<file path="config.mk">
export PLATFORM = sky130hd
export DESIGN_NAME = sig_debounce
export DESIGN_NICKNAME = d
export VERILOG_FILES = /design/src/rtl/sig_debounce_pkg.sv /design/src/rtl/sync_2ff.sv /design/src/rtl/sig_debounce.sv
export SDC_FILE = /design/constraint.sdc
export NUM_CORES = 1
export LEC_CHECK = 0
export CORE_UTILIZATION = 48
export CTS_CLUSTER_DIAMETER = 80
export DETAILED_ROUTE_END_ITERATION = 10
export GPL_TIMING_DRIVEN = 0
export MAX_ROUTING_LAYER = met4
export PLACE_DENSITY_LB_ADDON = 0.2
export SLEW_MARGIN = 25
export SYNTH_ARGS = -nofsm -noshare
export SYNTH_HDL_FRONTEND = slang
export SYNTH_HIERARCHICAL = 1
export SYNTH_SLANG_ARGS = --single-unit
</file>
<file path="constraint.sdc">
create_clock -name clk -period 1.6 [get_ports clk]
set_input_delay 0.32 -clock clk [delete_from_list [all_inputs] [get_ports clk]]
set_output_delay 0.32 -clock clk [all_outputs]
set_load 0.01 [all_outputs]
</file>
<file path="src/rtl/sig_debounce_pkg.sv">
// rtl/sig_debounce_pkg.sv - shared types and sizing helpers for the debounce filter
package sig_debounce_pkg;

  typedef enum logic [1:0] {
    S_LOW    = 2'd0,
    S_CHK_HI = 2'd1,
    S_HIGH   = 2'd2,
    S_CHK_LO = 2'd3
  } state_t;

  localparam int MIN_STABLE_CYCLES = 2;

  function automatic int cnt_width(input int stable_cycles);
    return $clog2(stable_cycles + 1);
  endfunction

endpackage

</file>
<file path="src/rtl/sync_2ff.sv">
// rtl/sync_2ff.sv - 1-bit two-flop synchroniser, reset value 0
module sync_2ff (
  input  logic clk,
  input  logic rst_n,
  input  logic d,
  output logic q
);

  logic s1;

  always_ff @(posedge clk or negedge rst_n) begin
    if (!rst_n) begin
      s1 <= 1'b0;
      q  <= 1'b0;
    end else begin
      s1 <= d;
      q  <= s1;
    end
  end

endmodule

</file>
<file path="src/rtl/sig_debounce.sv">
// rtl/sig_debounce.sv - glitch filter with rise/fall pulses and accepted-edge counter
module sig_debounce
  import sig_debounce_pkg::*;
#(
  parameter int STABLE_CYCLES = 4,
  parameter int CNT_W         = 8
) (
  input  logic             clk,
  input  logic             rst_n,
  input  logic             a,
  output logic             y,
  output logic             rise,
  output logic             fall,
  output logic             busy,
  output logic [CNT_W-1:0] edge_cnt
);

  // Out-of-range settings are clamped so the qualify window is never shorter than two samples.
  localparam int SC = (STABLE_CYCLES < MIN_STABLE_CYCLES) ? MIN_STABLE_CYCLES : STABLE_CYCLES;
  localparam int CW = cnt_width(SC);
  localparam logic [CW-1:0] CNT_ONE  = CW'(1);
  localparam logic [CW-1:0] CNT_LAST = CW'(SC - 1);

  logic          a_s;
  state_t        state, state_nxt;
  logic [CW-1:0] cnt, cnt_nxt;
  logic          y_nxt, rise_nxt, fall_nxt, busy_nxt;

  sync_2ff u_sync (
    .clk   (clk),
    .rst_n (rst_n),
    .d     (a),
    .q     (a_s)
  );

  always_comb begin
    state_nxt = state;
    cnt_nxt   = cnt;
    rise_nxt  = 1'b0;
    fall_nxt  = 1'b0;
    case (state)
      S_LOW: begin
        if (a_s) begin
          state_nxt = S_CHK_HI;
          cnt_nxt   = CNT_ONE;
        end else begin
          cnt_nxt = '0;
        end
      end
      S_CHK_HI: begin
        if (!a_s) begin
          state_nxt = S_LOW;
          cnt_nxt   = '0;
        end else if (cnt == CNT_LAST) begin
          state_nxt = S_HIGH;
          rise_nxt  = 1'b1;
          cnt_nxt   = '0;
        end else begin
          cnt_nxt = cnt + CNT_ONE;
        end
      end
      S_HIGH: begin
        if (!a_s) begin
          state_nxt = S_CHK_LO;
          cnt_nxt   = CNT_ONE;
        end else begin
          cnt_nxt = '0;
        end
      end
      S_CHK_LO: begin
        if (a_s) begin
          state_nxt = S_HIGH;
          cnt_nxt   = '0;
        end else if (cnt == CNT_LAST) begin
          state_nxt = S_LOW;
          fall_nxt  = 1'b1;
          cnt_nxt   = '0;
        end else begin
          cnt_nxt = cnt + CNT_ONE;
        end
      end
      default: begin
        state_nxt = S_LOW;
        cnt_nxt   = '0;
      end
    endcase
    // Outputs are flopped from the next state so they line up with the state register.
    y_nxt    = (state_nxt == S_HIGH) || (state_nxt == S_CHK_LO);
    busy_nxt = (state_nxt == S_CHK_HI) || (state_nxt == S_CHK_LO);
  end

  always_ff @(posedge clk or negedge rst_n) begin
    if (!rst_n) begin
      state    <= S_LOW;
      cnt      <= '0;
      y        <= 1'b0;
      rise     <= 1'b0;
      fall     <= 1'b0;
      busy     <= 1'b0;
      edge_cnt <= '0;
    end else begin
      state <= state_nxt;
      cnt   <= cnt_nxt;
      y     <= y_nxt;
      rise  <= rise_nxt;
      fall  <= fall_nxt;
      busy  <= busy_nxt;
      if (rise_nxt || fall_nxt) begin
        edge_cnt <= edge_cnt + CNT_W'(1);
      end
    end
  end

endmodule
</file>
# == After elaboration in Yosys (flattened, before gate mapping) ==
# Cells that the tools add are included.
# word_totals
register_bits,19
in_bits,3
wordCells,40
# classes
reduce_logical,4
add_sub_neg,2
eq_ne,7
muxes,18
# op_table
op,count
2-to-1 mux 2 bit,6
case mux 3 bit (4 select lines),1
2-to-1 mux 3 bit,3
"adder 8 x 1 -> 8 bit, second input constant",1
"== test 2 bit, second input constant",4
case mux 2 bit (4 select lines),1
2-to-1 mux 1 bit,7
"== test 2 x 1 -> 1 bit, second input constant",2
"adder 3 x 1 -> 3 bit, second input constant",1
"== test 3 x 2 -> 1 bit, second input constant",1
logical OR 1 bit,3
logical NOT 2 bit,1

# == Longest topological paths before layout ==
# logic_depth
word_depth,6
ltp_mapped,4
mapped_depth_nobuf,4

# == Hierarchy ==
# Netlist, hierarchy kept.
# by_module_without_submodules
module,instances,cells_per_inst,area_each_um2,seq_area_each_um2
sig_debounce,1,50,688.2,400.4
sync_2ff,1,2,50.0,50.0

# == Worst setup path after synthesis ==
# OpenSTA, ideal clock, no wires.
# synth_timing
path_kind,reg-to-reg
start,reg state[1]
end,reg edge_cnt[1]
t_required_ns,1.472
arrival_time_ns,1.218
path_buffers,1
path_slack_ns,0.254
synth_period_minus_slack_ns,1.346
stages_incl_launch_ff,5
cell_sequence,dfrtp_1 > xnor2_1 > buf_6 > nor2_1 > mux2_1
# synth_via
elab_chain_cells,3
elab_cells_between_ends,5
classes_between,2 x eq/ne; 2 x mux; 1 x reduce/logical
# synth_rtl
element,line_no,source
"start, declared",sig_debounce.sv:25,"state_t state, state_nxt;"
"start signal, assigned",sig_debounce.sv:102,state <= state_nxt;
== test 2 x 1 -> 1 bit / == test 2 bit (equally long branches),sig_debounce.sv:41,case (state)
2-to-1 mux 1 bit,sig_debounce.sv:41,
logical OR 1 bit (*),sig_debounce.sv:108,if (rise_nxt || fall_nxt) begin
"end signal, assigned",sig_debounce.sv:109,edge_cnt <= edge_cnt + CNT_W'(1);
"end, declared",sig_debounce.sv:15,output logic [CNT_W-1:0] edge_cnt
# Mark *: on every way between the ends. The rest lies on a longest branch, timed or not.
# A chain may end at the register's enable or synchronous reset.

# == Final worst setup path ==
# layout_timing
start,reg edge_cnt[1]
end,out edge_cnt[1]
# No word-level cell between the ends.

==> flow_summary.ini <==
[run_status]
status = complete, no violations

[worst_setup_path]
crit_start = edge_cnt[1]
cp_cell_sequence = clkdlybuf4s50_1
critPathBufInv = 1
critPathTopFamily = buffers and inverters
start_kind = flip-flop
rr_worst_depth = 5
ff2ff_setup_slack_ps = 150
rr_startpoint = state[1]
cp_slowest_cell = clkdlybuf4s50_1
crit_path_end_kind = output pin
critical_path_peak_fanout = 4
worstSetupEndpoint = edge_cnt[1]
r2r_end = edge_cnt[1]
path_depth = 1
path_class = flip-flop to output pin
worstPathRequired_ps = 1280
crit_arrival_ps = 1230
slowest_delay_ps = 550

[global_route]
grt_max_degree = 19
grt_pass1_wl_um = 1794
grt_usage = 0.1710
overflow = 0
grt_pass1_vias = 422
antenna_found_initial = 0

[sta]
period_needed_ps = 1551
final_max_slew_viol_count = 0
setup_tns_ps = 0
relSlewSlack = 0.4816
max_freq_mhz = 644.8
hold_viol = 0
setup_viol_count_final = 0
fin_ws_ps = 49.13
fin_crit_sh = 0.9693
skew_ps = 4.096
worst_pin_slew_ps = 775.2
rsz0062_at_grt = no

[power]
finalPower_uw = 1263
power_density_mw_per_mm2 = 1287
ir_drop_uv = 921.8
p_leak_uw = 0.0005196

[die]
core_mm2 = 0.001366
die_area_mm2 = 0.001699
die_h_um = 41.22
die_w_um = 41.22
start_util = 0.5403
placementRows = 13
ios = 15

[synth]
synthCells = 52
ys_seq_area_frac = 0.6102
yosysWarnings = 6
syn_nets = 57
syn_area_um2 = 738.2
yosys_register_bits = 18
syn_avg_cell_area_um2 = 14.20
synth_cell_types = 21

[final_layout]
multi_input_area_um2 = 279.0
area_growth_pct = 32.88
register_area_um2 = 450.4
final_layout_size_suffix_gt1_frac = 0.2267
num_antenna_cells = 0
fin_nets = 81
fin_util = 0.7179
n_fill_cell = 107

[clocking]
clkSinkCount = 18
cts_hold_repair.buffers = 0
h-tree-depth = 1
cts.clk_slew.worst_paths_ps = 100
cts_buffer_depth = 2
worst_skew_pair.late_latency_ps = 280
cts_tree = built
cts_buffers = 3
clockRootBuffer = clkbuf_4

[drt]
wirelength_um = 1164
detail_route.wl_per_cell_um = 12.93
dr.first_iter.drc_count = 6
via_per_inst = 5.200
postRouteAntennaNets = 0
drc_errors = 0
vias = 468
first_pass_iters = 4

[placement]
gp_congestion = 0.7188
io_buffers = 14
place_hpwl_um = 844.1
dp_slack_ps = 96.33

[job]
max-cap-violations = 0

[hold_path]
hp-class = flip-flop to flip-flop
-- sequential cells by signal, summed over array words and instances (netlist names) --
signal,flops
u_sync/q,1
rise,1
busy,1
state,2
fall,1
cnt,3
edge_cnt,8
u_sync/s1,1
-- cells by family after synthesis --
kind of cell,count (synthesis),synth area share
and+or+nand+nor,20,0.2051
muxes,2,0.03051
xor gates and xnor gates,8,0.09492
DFF,18,0.6102
AOI/OAI and AO/OA,1,0.01017
buffers and inverters,1,0.01525
adders and majority gates,2,0.03389
-- synth_stat cells --
cell type	instances	area [um2]
dfrtp_1	18	450.4
xor2_1	7	61.31
nand2_1	4	15.01
nor4_2	3	37.54
ha_1	2	25.02
nor3_1	2	10.01
nor3b_1	2	15.01
a21boi_1	1	7.510
and2b_1	1	7.510
and3b_1	1	8.760
and4bb_2	1	12.51
buf_6	1	11.26
mux2_1	1	11.26
mux2_2	1	11.26
nand3b_1	1	7.510
nand4_1	1	6.260
nand4b_1	1	8.760
nor2_1	1	3.750
nor2b_1	1	6.260
nor3b_2	1	12.51
xnor2_1	1	8.760
-- worst register-to-register path, delay by kind of cell, from the launching register on --
family        cells  cell delay, ps
xor+xnor          1             140
mux               1             340
buf+inv           2             300
simple gates      1             150
flops             1             410
-- per-stage QoR --
step / hold WS (ps) / instances / area [um2]
floorplan: 24.41 / 52 / 738.2
global placement: 332.9 / 81 / 897.1
detailed placement: 339.6 / 81 / 897.1
CTS: 364.8 / 87 / 948.4
global route: 368.3 / 90 / 980.9
finish: 362.2 / 90 / 980.9
-- worst min path at each step --
stage / cells past startpoint / startpoint / endpoint / slack (ps)
2_1_floorplan: 0 / rst_n / busy / 20
3_3_place_gp: 0 / u_sync/s1 / u_sync/q / 330
3_5_place_dp: 0 / u_sync/s1 / u_sync/q / 340
4_1_cts: 0 / u_sync/s1 / u_sync/q / 360
5_1_grt: 0 / u_sync/s1 / u_sync/q / 370
6_report: 0 / u_sync/s1 / u_sync/q / 360
-- report_power, final --
part           total [uW]  leakage, uW  switching, uW  internal, uW
combinational         387     0.000261            166           221
clock                 274    0.0000210            136           138
sequential            602     0.000237           60.8           541
total                1260     0.000520            363           900
-- timing repair --
| action | in CTS | in global routing |
|---|---|---|
| cloned | 0 | 0 |
| setup buffers | 2 | 3 |
| resized for setup | 0 | 4 |
| endpoints found under the setup margin | 2 | 7 |
-- area by class of cell --
class	count	share of cell area
plain buffers	1	0.01148
clock buffers	4	0.03699
multi-input cells	33	0.2844
flip-flops and latches	18	0.4592
well taps	15	0.01913
repair buffers	19	0.1888
-- layer usage --
layer,vias up,share of wire,global-route usage
li1,229,-,-
met1,222,0.46,0.2138
met2,15,0.49,0.2695
met3,2,0.047,0.03261
met4,0,0.0069,0.07258
met5,-,0,-
-- placed cells by master (no fill, tap or decap), types with 2 or more instances in the layout --
cell type and instances:
buf_4 5, ha_1 2, nor4_2 3, dfrtp_1 18, xor2_1 7, clkdlybuf4s50_1 11, clkbuf_4 3, nand2_1 4
nor3b_1 2, nor3_1 2, dlymetal6s2s_1 3
Power figures use the tool's default switching activity.
